--- config.mk ---
export PLATFORM = sky130hd
export DESIGN_NAME = outport_uart_tx
export DESIGN_NICKNAME = d
export VERILOG_FILES = /design/src/rtl/outport_uart_tx.sv
export SDC_FILE = /design/constraint.sdc
export NUM_CORES = 1
export LEC_CHECK = 0
export CAP_MARGIN = 20
export CORE_AREA = 2 2 198 161
export DETAILED_ROUTE_END_ITERATION = 10
export DIE_AREA = 0 0 200 163
export PLACE_DENSITY = 0.57
export SYNTH_ARGS = -nofsm -noshare
export SYNTH_HDL_FRONTEND = slang
export SYNTH_SLANG_ARGS = --single-unit
--- constraint.sdc ---
create_clock -name Clock -period 3.8 [get_ports Clock]
set_clock_uncertainty 0.1 [all_clocks]
set_input_delay 0.57 -clock Clock [delete_from_list [all_inputs] [get_ports Clock]]
set_output_delay 0.57 -clock Clock [all_outputs]
set_load 0.02 [all_outputs]
--- src/rtl/outport_uart_tx.sv ---
// Captures changes on the CPU output port into a small FIFO and
// serialises each word as four 8N1 UART frames, LSB byte first.
module outport_uart_tx #(
    parameter int CLKS_PER_BIT = 434,
    parameter int FIFO_DEPTH   = 4,
    parameter int CNT_W        = 3
) (
    input  logic             Clock,
    input  logic             Reset,
    input  logic [31:0]      Output_Data,
    input  logic             Run,
    output logic             Tx,
    output logic             Busy,
    output logic             Overflow,
    output logic [CNT_W-1:0] Fifo_Count
);

    localparam int PTR_W  = $clog2(FIFO_DEPTH);
    localparam int BAUD_W = $clog2(CLKS_PER_BIT);

    localparam logic [CNT_W-1:0]  DEPTH_C  = CNT_W'(FIFO_DEPTH);
    localparam logic [BAUD_W-1:0] BAUD_MAX = BAUD_W'(CLKS_PER_BIT - 1);

    typedef enum logic [1:0] {
        IDLE,
        START,
        DATA,
        STOP
    } state_t;

    state_t            state;
    state_t            state_next;
    logic [31:0]       last_data;
    logic [31:0]       mem [FIFO_DEPTH];
    logic [PTR_W-1:0]  wr_ptr;
    logic [PTR_W-1:0]  rd_ptr;
    logic [CNT_W-1:0]  count_next;
    logic [31:0]       tx_word;
    logic [31:0]       word_next;
    logic [1:0]        byte_idx;
    logic [1:0]        byte_next;
    logic [2:0]        bit_idx;
    logic [2:0]        bit_next;
    logic [BAUD_W-1:0] baud_cnt;
    logic [BAUD_W-1:0] baud_next;
    logic              baud_done;
    logic              tx_next;
    logic              push_req;
    logic              push;
    logic              pop;

    assign push_req  = Run && (Output_Data != last_data);
    assign pop       = (state == IDLE) && (Fifo_Count != '0);
    // A full FIFO still accepts a word when the head leaves on the same edge
    assign push      = push_req && ((Fifo_Count < DEPTH_C) || pop);
    assign baud_done = (baud_cnt == BAUD_MAX);

    always_comb begin
        count_next = Fifo_Count;
        unique case ({push, pop})
            2'b10:   count_next = Fifo_Count + 1'b1;
            2'b01:   count_next = Fifo_Count - 1'b1;
            default: count_next = Fifo_Count;
        endcase
    end

    always_ff @(posedge Clock or negedge Reset) begin
        if (!Reset) begin
            last_data  <= '0;
            wr_ptr     <= '0;
            rd_ptr     <= '0;
            Fifo_Count <= '0;
            Overflow   <= 1'b0;
        end else begin
            if (push_req) begin
                last_data <= Output_Data;
            end
            if (push) begin
                wr_ptr <= wr_ptr + 1'b1;
            end
            if (pop) begin
                rd_ptr <= rd_ptr + 1'b1;
            end
            if (push_req && !push) begin
                Overflow <= 1'b1;
            end
            Fifo_Count <= count_next;
        end
    end

    always_ff @(posedge Clock) begin
        if (push) begin
            mem[wr_ptr] <= Output_Data;
        end
    end

    always_comb begin
        state_next = state;
        word_next  = tx_word;
        byte_next  = byte_idx;
        bit_next   = bit_idx;
        baud_next  = baud_cnt;
        tx_next    = 1'b1;
        unique case (state)
            IDLE: begin
                if (pop) begin
                    word_next  = mem[rd_ptr];
                    byte_next  = 2'd0;
                    baud_next  = '0;
                    state_next = START;
                end
            end
            START: begin
                tx_next = 1'b0;
                if (baud_done) begin
                    baud_next  = '0;
                    bit_next   = 3'd0;
                    state_next = DATA;
                end else begin
                    baud_next = baud_cnt + 1'b1;
                end
            end
            DATA: begin
                tx_next = tx_word[{byte_idx, bit_idx}];
                if (baud_done) begin
                    baud_next = '0;
                    if (bit_idx == 3'd7) begin
                        state_next = STOP;
                    end else begin
                        bit_next = bit_idx + 1'b1;
                    end
                end else begin
                    baud_next = baud_cnt + 1'b1;
                end
            end
            STOP: begin
                if (baud_done) begin
                    baud_next = '0;
                    if (byte_idx == 2'd3) begin
                        state_next = IDLE;
                    end else begin
                        byte_next  = byte_idx + 1'b1;
                        state_next = START;
                    end
                end else begin
                    baud_next = baud_cnt + 1'b1;
                end
            end
        endcase
    end

    // Tx is a flop so the line stays glitch-free; it trails the state by one cycle
    always_ff @(posedge Clock or negedge Reset) begin
        if (!Reset) begin
            state    <= IDLE;
            tx_word  <= '0;
            byte_idx <= '0;
            bit_idx  <= '0;
            baud_cnt <= '0;
            Tx       <= 1'b1;
            Busy     <= 1'b0;
        end else begin
            state    <= state_next;
            tx_word  <= word_next;
            byte_idx <= byte_next;
            bit_idx  <= bit_next;
            baud_cnt <= baud_next;
            Tx       <= tx_next;
            Busy     <= (state_next != IDLE) || (count_next != '0);
        end
    end

endmodule

==> parameters.txt <==
Parameter                              Value

Setup path
  Total buffers and inverters traversed by the critical path    3
  Largest fanout on the critical path    6
  CP Launch Type    input port
  Critical register-to-register path startpoint    last_data[13]
  WP data required    4.07 ns
  Worst path slowest cell    sky130_fd_sc_hd__clkdlybuf4s50_1
  Delay-heaviest family, CP    simple AND/OR/NAND/NOR gates
  Largest incremental delay on the critical path    0.55 ns
  Launch point of the critical path    Output_Data[10]
  Critical Path End Type    flip-flop
  Classification of the worst setup path    input port to flip-flop
  Sequence of cells on the critical path    clkdlybuf4s50_1, xnor2_2, nand4_1, nor4_4, a21oi_1, inv_1, ha_1, inv_1, fa_1, xor2_1, nor2_1, xor2_1, nor3_1, or3b_1
  Arrival time of the worst setup path    3.79 ns

Clock network
  Total CTS buffers    21
  Maximum clock insertion buffer count    3
  Total number of H-tree levels    1
  Clock Latency Late Sink    0.50 ns
  # clock sinks    218
  Total setup buffers inserted after CTS    0
  TritonCTS clock tree    built
  Post-CTS Hold Buffers    0
  Library cell used as clock root buffer    sky130_fd_sc_hd__clkbuf_16
  Worst-path clk slew    0.07 ns

STA
  Slew of the pin with the lowest slew margin    1.00 ns
  # setup viols final    0
  Headroom to the max-slew limit    33.1%
  Final Critical Period    3.52 ns
  Number of endpoints with negative hold slack in the final report    0
  Final period util    92.6%
  Unrepaired setup endpoints after global routing    no
  Max Transition Viols Final    0
  Fmax    284 MHz

Logic synthesis
  Largest family of logic cells by synthesized area    multiplexers
  Seq cells post-synth    218
  Post-Synth Adder-Cell Area    1.60%
  Number of enable flip-flop cells after synthesis    128
  Leading post-synthesis cells by cell area    sky130_fd_sc_hd__edfxtp_1 42%, sky130_fd_sc_hd__dfrtp_1 25%, sky130_fd_sc_hd__mux4_2 10%
  Cell accounting for the most synthesized area    sky130_fd_sc_hd__edfxtp_1
  Area fraction in compound gates after synthesis    2.37%
  Xor and xnor area share after synthesis    3.87%
  Multiplexer share of the synthesized area    18.8%
  Yosys warns    0
  Post-Syn Nets    548
  Post-synth top area share    42.5%
  Most used flip-flop cell after synthesis    sky130_fd_sc_hd__edfxtp_1
  Fraction of the mapped netlist area in simple logic gates    4.04%
  Mean area per synthesized cell    18.0 µm²
  Cell with the most instances after synthesis    sky130_fd_sc_hd__edfxtp_1
  Ranking of synthesized cells by instance count    128 x sky130_fd_sc_hd__edfxtp_1, 89 x sky130_fd_sc_hd__dfrtp_1, 41 x sky130_fd_sc_hd__mux4_2
  Netlist area before placement    9040 µm²
  Number of cells produced by synthesis    502
  Share of flip-flops with an asynchronous set or reset after synthesis    41.3%
  Cell variety after synth    48
  Register area share after synthesis    67.4%

Route
  Post-Route WL    19900 µm
  Violation count after the first detailed-route iteration    274
  DRC viols    0
  Total vias in the final route    4741
  Iteration count of the initial detailed-routing pass    4
  Wire length on met3    1210 µm
  Number of nets with antenna violations after detailed routing    0
  Routed metal-1 wire length    9170 µm
  Average wire length per cell after detail routing    19.5 µm
  Vias/cell    4.64
  Highest metal used    met4
  Met2 wire length    9180 µm

Layout
  Filler cell count in the final layout    2889
  Area of combinational cells with multiple inputs    2830 µm²
  Share of post-route cells with drive strength above 1    28.1%
  Utilization of the core after routing    35.3%
  Diodes inserted    0
  Net count of the finished layout    632
  Flip-flop and latch area    6100 µm²
  Synthesis-to-finish area growth    20.2%

Global routing
  Global route total overflow    0
  Global-route wire length before repair    30600 µm
  Overall fraction of global-route tracks in use    12.6%
  Vias in the first global route    5040
  Largest net degree at the start of global routing    72
  Initial antenna violation count    0

Place
  Post-DP HPWL    13000 µm
  RD Place Congestion    0.798
  # port buffers    40

Die
  Height of the chip    163 µm
  Width of the die    200 µm
  Starting utilization of the core area    29.3%
  Die area    32600 µm²
  Core ar.    30800 µm²
  Ports    41
  Count of standard-cell rows    58

Run
  Total of max-cap violations    0

Power and ir drop
  Power density of the placed cells    514 nW/µm²
  Standby leakage power    0.00384 µW
  Worst vdd rail ir drop    0.305 mV
  Power consumption    5580 µW

Min path
  Hold crit path type    input port to async pin

Status
  Result of the run    finished, final reports clean
==> repair_timing <==
action / CTS / global route
pin swaps: 0 / 2
setup endpoints to repair: 1 / 1
resized for setup: 1 / 5
==> per-stage QoR <==
stage               TNS (ns)  worst slack, ns  cell area, µm²  hold WS, ns  std cells
floorplan                  0            0.787            9040        0.174        502
global placement      -0.495           -0.453           10200        0.357        982
detailed placement    -0.636           -0.527           10200        0.369        982
CTS                        0            0.123           10800        0.172       1020
global route               0           0.0603           10900        0.194       1021
finish                     0            0.280           10900        0.116       1021
==> worst paths after layout <==
check	depth (start not counted)	to	slack [ns]
max reg2reg	13	Busy	0.52
min	1	bit_idx[0]	0.12
max in group asynchronous	2	baud_cnt[4]	2.69
max	14	Busy	0.28
min reg2reg	1	Overflow	0.38
min in group Clock	1	Overflow	0.38
==> layout by cell type, fill, tap and decap left out, drive strengths merged, types with 3 or more instances in the layout <==
| cell | count |
|---|---|
| nor3 | 3 |
| xor2 | 3 |
| nand2 | 17 |
| nand3 | 3 |
| buf | 43 |
| ha | 10 |
| nand4 | 9 |
| o21ai | 16 |
| clkinv | 6 |
| nor2b | 3 |
| edfxtp | 128 |
| inv | 11 |
| mux2 | 66 |
| nor2 | 11 |
| xnor2 | 37 |
| clkbuf | 28 |
| clkdlybuf4s50 | 39 |
| dfrtp | 89 |
| and2 | 5 |
| mux2i | 3 |
| nor4 | 3 |
| mux4 | 41 |
==> per-layer routing <==
layer | global-route usage, % | vias up
met1 | 18.2 | 2488
li1 | - | 2103
met4 | 2.36 | 0
met2 | 19.6 | 121
met5 | 0 | -
met3 | 2.77 | 29
==> layout make-up <==
cell class                 instances  area share [%]
inverter                           9           0.311
clock buffer                      28            5.17
timing repair buffer              82            6.74
sequential                       218            56.1
tap                              420            4.83
multi-input combinational        254            26.1
clock inverter                    10           0.794
==> cells by family (layout without fill, tap and decap cells) <==
| family | after synthesis | count (layout) |
|---|---|---|
| compound gates | 32 | 32 |
| xor+xnor | 40 | 40 |
| fa+ha+maj | 11 | 11 |
| buf+inv | 30 | 129 |
| flops | 218 | 218 |
| mux | 110 | 110 |
| simple gates | 61 | 61 |
==> power by group <==
group	internal, µW	total [µW]	leakage [µW]	switching (µW)
clock network	1120	2010	0.000319	887
registers	2810	2900	0.00223	93.6
logic	286	677	0.00130	391
total	4210	5580	0.00384	1370
==> registers in the layout, summed over array words and instances (netlist names) <==
signal / cells
Overflow: 1
Fifo_Count: 3
bit_idx: 3
mem: 128
Busy: 1
tx_word: 32
byte_idx: 2
baud_cnt: 9
last_data: 32
Tx: 1
wr_ptr: 2
state: 2
rd_ptr: 2
Note: power is estimated with default switching activity, not from simulation.
